[src/rtl/processor_sequencer.sv]
// processor_sequencer: fetch/decode/execute/write-back control FSM for the
// 8-bit processor datapath. Owns PC and IR, drives the register latch strobes,
// ALU select/strobe and W-bus source. One micro-step per advance (step | run).
module processor_sequencer #(
    parameter logic [7:0] RESET_PC    = 8'h00,
    parameter logic [3:0] HALT_OPCODE = 4'hF
) (
    input  logic       clk,
    input  logic       reset,
    input  logic       step,
    input  logic       run,
    input  logic [7:0] instr,
    output logic [7:0] pc,
    output logic [7:0] ir,
    output logic [3:0] alu_sel,
    output logic       alu_latch,
    output logic [2:0] bus_sel,
    output logic       latch_a,
    output logic       latch_b,
    output logic       latch_o,
    output logic       halted,
    output logic [2:0] state
);

    typedef enum logic [2:0] {
        FETCH  = 3'd0,
        DECODE = 3'd1,
        EXEC   = 3'd2,
        WB     = 3'd3,
        HALT   = 3'd4
    } state_t;

    typedef enum logic [2:0] {
        BUS_NONE  = 3'd0,
        BUS_ALU   = 3'd1,
        BUS_SW_A  = 3'd2,
        BUS_SW_B  = 3'd3,
        BUS_REG_A = 3'd4,
        BUS_REG_B = 3'd5
    } bus_src_t;

    state_t     state_q,     state_d;
    logic [7:0] pc_q,        pc_d;
    logic [7:0] ir_q,        ir_d;
    logic [3:0] alu_sel_q,   alu_sel_d;
    bus_src_t   bus_sel_q,   bus_sel_d;
    logic       alu_latch_q, alu_latch_d;
    logic       latch_a_q,   latch_a_d;
    logic       latch_b_q,   latch_b_d;
    logic       latch_o_q,   latch_o_d;
    logic       halted_q,    halted_d;

    logic       adv;
    logic [3:0] op;
    logic [1:0] dest;

    assign adv  = step | run;
    assign op   = ir_q[7:4];
    assign dest = ir_q[3:2];

    // State register and all registered outputs; reset overrides any advance.
    always_ff @(posedge clk) begin
        if (reset) begin
            state_q     <= FETCH;
            pc_q        <= RESET_PC;
            ir_q        <= '0;
            alu_sel_q   <= '0;
            bus_sel_q   <= BUS_NONE;
            alu_latch_q <= 1'b0;
            latch_a_q   <= 1'b0;
            latch_b_q   <= 1'b0;
            latch_o_q   <= 1'b0;
            halted_q    <= 1'b0;
        end else begin
            state_q     <= state_d;
            pc_q        <= pc_d;
            ir_q        <= ir_d;
            alu_sel_q   <= alu_sel_d;
            bus_sel_q   <= bus_sel_d;
            alu_latch_q <= alu_latch_d;
            latch_a_q   <= latch_a_d;
            latch_b_q   <= latch_b_d;
            latch_o_q   <= latch_o_d;
            halted_q    <= halted_d;
        end
    end

    // Next-state and output decode; strobes default low so each lasts one clock.
    always_comb begin
        state_d     = state_q;
        pc_d        = pc_q;
        ir_d        = ir_q;
        alu_sel_d   = alu_sel_q;
        bus_sel_d   = bus_sel_q;
        alu_latch_d = 1'b0;
        latch_a_d   = 1'b0;
        latch_b_d   = 1'b0;
        latch_o_d   = 1'b0;
        halted_d    = halted_q;

        case (state_q)
            FETCH: begin
                if (adv) begin
                    ir_d    = instr;
                    pc_d    = pc_q + 8'd1;
                    state_d = DECODE;
                end
            end
            DECODE: begin
                if (adv) begin
                    if (op == HALT_OPCODE) begin
                        state_d  = HALT;
                        halted_d = 1'b1;
                    end else if (op <= 4'hB) begin
                        state_d = EXEC;
                        // Bus ops drive the W-bus from EXEC entry through WB.
                        case (op)
                            4'h8:    bus_sel_d = BUS_ALU;
                            4'h9:    bus_sel_d = BUS_SW_A;
                            4'hA:    bus_sel_d = BUS_SW_B;
                            4'hB:    bus_sel_d = (dest == 2'b00) ? BUS_REG_A : BUS_REG_B;
                            default: bus_sel_d = bus_sel_q;
                        endcase
                    end else begin
                        state_d = FETCH;
                    end
                end
            end
            EXEC: begin
                if (adv) begin
                    if (!op[3]) begin
                        alu_sel_d   = op;
                        alu_latch_d = 1'b1;
                        state_d     = FETCH;
                    end else begin
                        state_d = WB;
                    end
                end
            end
            WB: begin
                if (adv) begin
                    if (op == 4'hB) begin
                        latch_o_d = 1'b1;
                    end else begin
                        latch_a_d = (dest == 2'b00);
                        latch_b_d = (dest == 2'b01);
                    end
                    bus_sel_d = BUS_NONE;
                    state_d   = FETCH;
                end
            end
            HALT: begin
                halted_d = 1'b1;
            end
            default: begin
                state_d = FETCH;
            end
        endcase
    end

    assign pc        = pc_q;
    assign ir        = ir_q;
    assign alu_sel   = alu_sel_q;
    assign alu_latch = alu_latch_q;
    assign bus_sel   = bus_sel_q;
    assign latch_a   = latch_a_q;
    assign latch_b   = latch_b_q;
    assign latch_o   = latch_o_q;
    assign halted    = halted_q;
    assign state     = state_q;

endmodule

[config.mk]
export PLATFORM = sky130hd
export DESIGN_NAME = processor_sequencer
export DESIGN_NICKNAME = d
export VERILOG_FILES = /design/src/rtl/processor_sequencer.sv
export SDC_FILE = /design/constraint.sdc
export NUM_CORES = 1
export LEC_CHECK = 0
export ABC_AREA = 0
export CAP_MARGIN = 20
export CORE_UTILIZATION = 48
export CTS_CLUSTER_DIAMETER = 30
export DETAILED_ROUTE_END_ITERATION = 7
export GPL_ROUTABILITY_DRIVEN = 0
export PLACE_DENSITY = 0.91
export SETUP_SLACK_MARGIN = 0.05
export SLEW_MARGIN = 40
export SYNTH_ARGS = -nofsm -noshare
export SYNTH_HDL_FRONTEND = slang
export SYNTH_SLANG_ARGS = --single-unit
[constraint.sdc]
create_clock -name clk -period 4 [get_ports clk]
set_input_delay 0.8 -clock clk [delete_from_list [all_inputs] [get_ports clk]]
set_output_delay 0.8 -clock clk [all_outputs]
set_load 0.03 [all_outputs]
==> summary.txt <==
Place
  • Placed cell count: 202
  • IO Port Bufs: 41
  • DPL Wire Length: 2009 um
  • Dpl ws: 1.488 ns
  • Placed Area: 1738 um^2

Global route
  • Overflow after GRT: 0
  • First-pass GRT wire length: 4678 um
  • Number of global-route vias before repair: 1070
  • Antenna violations before repair: 0
  • Largest net degree at the start of global routing: 31
  • Tot GR Track Use: 22.86%

Power
  • LEAKAGE: 0.6782 nW
  • Flop pwr share: 50.5%
  • Power, Total: 662.9 uW
  • Internal power: 464.0 uW
  • Clock power frac: 28.2%
  • Combinational share of power: 21.4%
  • Switching share of total power: 30.00%
  • Pwr Density: 368.7 nW/um^2
  • Maximum vdd ir drop: 0.3092 mV
  • Sw Pwr: 198.9 uW

Worst setup path
  • Top Family by Delay on Critical Path: buffers and inverters
  • Cell Chain, Critical Path: clkdlybuf4s50_1
  • FF-to-FF Start: state[0]$_SDFFE_PP0P_
  • CP Depth: 1
  • Crit path launch type: register
  • Reg2Reg Depth: 4
  • Crit path kind: reg2out
  • CP Capture Type: output pin
  • Critical Path Start: state[1]$_SDFFE_PP0P_
  • Crit path max fanout: 13
  • Flop2flop setup slack: 2.26 ns
  • Worst Path Buf+Inv: 1
  • WP data arrival: 1.79 ns
  • Setup crit end: state[1]
  • Max incr delay on CP: 0.78 ns
  • Reg-to-reg endpoint: pc[6]$_SDFFE_PP0P_
  • Critical path data required time: 3.20 ns
  • Slowest stage cell, crit path: clkdlybuf4s50_1

Clocking
  • Clock insertion delay at the later pin of the skew report: 0.33 ns
  • Post-CTS sizing: 0
  • Clock Tree Root: clkbuf_4
  • # H-tree levels: 2
  • Worst-path clk slew: 0.09 ns
  • Setup repair bufs after CTS: 0
  • CTS tree: built
  • CTS sink count: 30
  • CTS Hold Bufs: 0
  • Clock buffer depth: 2
  • TritonCTS Buffers: 5

Cells and area
  • FILL cells: 211
  • Final #Nets: 192
  • Ant. Diodes: 0
  • Share of cells above drive strength 1: 11.67%
  • Final Non-Filler Cells: 210
  • Design area: 1798 um^2
  • Area grow syn2layout: 35.82%
  • Final core utilization: 70.65%

Drt
  • Initial DRC count: 12
  • DR WL/cell: 13.57 um
  • Routed Antenna Nets: 0
  • DR vias/cell: 5.257
  • DR vias: 1104
  • Metal3 WL: 186 um
  • Metal2 WL: 1380 um
  • Top layer in use: met4
  • Met1 WL: 1241 um
  • Residual DRC count: 0
  • DRT Wirelength: 2849 um
  • 1st-pass router iterations: 4

Floorplan
  • Die width: 54.52 um
  • Die ar.: 2972 um^2
  • Die Ht: 54.52 um
  • Ports: 43
  • Placement Rows: 18
  • Core Region: 2545 um^2
  • Starting Density: 52.02%

STA
  • Hold WS: 0.4529 ns
  • Fin worst setup slack: 1.409 ns
  • Slew margin rel.: 52.62%
  • FMAX: 385.9 MHz
  • Worst-Margin Slew: 0.7083 ns
  • Final TNS setup: 0 ns
  • Max Transition Viols Final: 0
  • RSZ-0062 raised after global routing: false
  • Worst Clk Skew: 0.007592 ns
  • Period minus WS final: 2.591 ns
  • Setup violators final: 0
  • Final hold violations: 0
  • Final period util: 64.78%

Yosys
  • Average cell area after synthesis: 9.734 um^2
  • Share of the synthesized area in the top cell type: 45.37%
  • Sequential area share after synthesis: 45.37%
  • EDFF count, synth: 0
  • Primary FF master, synth: dfxtp_1
  • Area leader, netlist: dfxtp_1
  • FFs w/ async S/R, synth: 0%
  • Syn Std Cell Area: 1324 um^2
  • Synth Instances: 136
  • Synth area leaders: dfxtp_1 45%, mux2i_1 9.1%, nor2_1 7.9%
  • Synth warn: 0
  • Post-synth net total: 149
  • Post-synth cell types: 41
  • Number of synthesized register bits: 30

Job
  • Max-cap viol count: 0

Hold path
  • Worst min path class: reg2reg

Outcome
  • Outcome: complete, no violations
-- cell usage in the layout (no fill, tap or decap), types with 4 or more instances in the layout --
cell             count
dfxtp_1             30
clkbuf_4             5
mux2i_1             12
nand3_1              4
a21oi_1              6
xnor2_1              5
nor2_1              28
clkdlybuf4s50_1     41
nand2_1              4
-- power by group through the flow --
stage	sequential, mW	clock, mW	combinational [mW]
after floorplan	0.364	0	0.0689
after global placement	0.340	0	0.137
after detailed placement	0.341	0	0.141
after CTS	0.334	0.191	0.142
after global routing	0.337	0.205	0.153
final	0.334	0.187	0.142
-- how the worst min path moves through the flow --
| stage | from | endpoint | cells after the start |
|---|---|---|---|
| detailed placement | halted$_SDFFE_PP0P_ | halted$_SDFFE_PP0P_ | 2 |
| CTS | halted$_SDFFE_PP0P_ | halted$_SDFFE_PP0P_ | 2 |
| global placement | halted$_SDFFE_PP0P_ | halted$_SDFFE_PP0P_ | 2 |
| floorplan | ir[2]$_SDFFE_PP0P_ | latch_a$_SDFF_PP0_ | 1 |
| finish | halted$_SDFFE_PP0P_ | halted$_SDFFE_PP0P_ | 2 |
| global route | halted$_SDFFE_PP0P_ | halted$_SDFFE_PP0P_ | 2 |
-- synth_stat cells (2+ instances only) --
master    instances
clkbuf_1          3
and2b_4           2
mux2i_1          12
nand2_1           4
xnor2_1           5
nor4_2            2
nand3_1           4
a31o_1            2
a21oi_1           6
a211oi_1          2
buf_6             2
nand4b_1          2
inv_1             3
nor2_1           28
or3b_1            2
dfxtp_1          30
nor3_1            3
-- metal layers --
layer  vias to the layer above  global-route usage, %
li1                        555                      -
met2                        43                  39.43
met1                       501                  25.13
met3                         5                  8.611
met4                         0                  8.974
met5                         -                      0
-- final cells by class --
type	instances	area (um^2)	area share (%)
timing repair buffer	42	417.9	23.24
tap	30	37.54	2.088
clock buffer	7	55.05	3.062
clock inverter	1	5.005	0.2784
sequential	30	600.6	33.40
multi-input combinational	97	670.6	37.30
inverter	3	11.26	0.6263
-- cells by family (layout without fill, tap and decap cells) --
family | after synthesis | count (layout) | synth area share, %
compound gates | 17 | 17 | 9.641
xor+xnor | 6 | 6 | 3.970
fa+ha+maj | 1 | 1 | 0.9450
buf+inv | 9 | 53 | 3.970
flops | 30 | 30 | 45.37
mux | 12 | 12 | 9.074
other cells | 1 | 1 | 0.2833
simple gates | 60 | 60 | 26.75
-- worst min-delay path: cells and delay by family, from the launching register on --
| family | cells | cell delay, ns |
|---|---|---|
| flip-flops | 1 | 0.32 |
| AO/OA/AOI/OAI | 1 | 0.05 |
| buffers and inverters | 1 | 0.05 |
-- sequential cells by signal (all words and copies together), names as in the netlist --
| register | count |
|---|---|
| ir | 8 |
| pc | 8 |
| alu_sel | 3 |
| bus_sel | 3 |
| state | 3 |
| alu_latch | 1 |
| halted | 1 |
| latch_a | 1 |
| latch_b | 1 |
| latch_o | 1 |
Note: power is estimated with default switching activity, not from simulation.
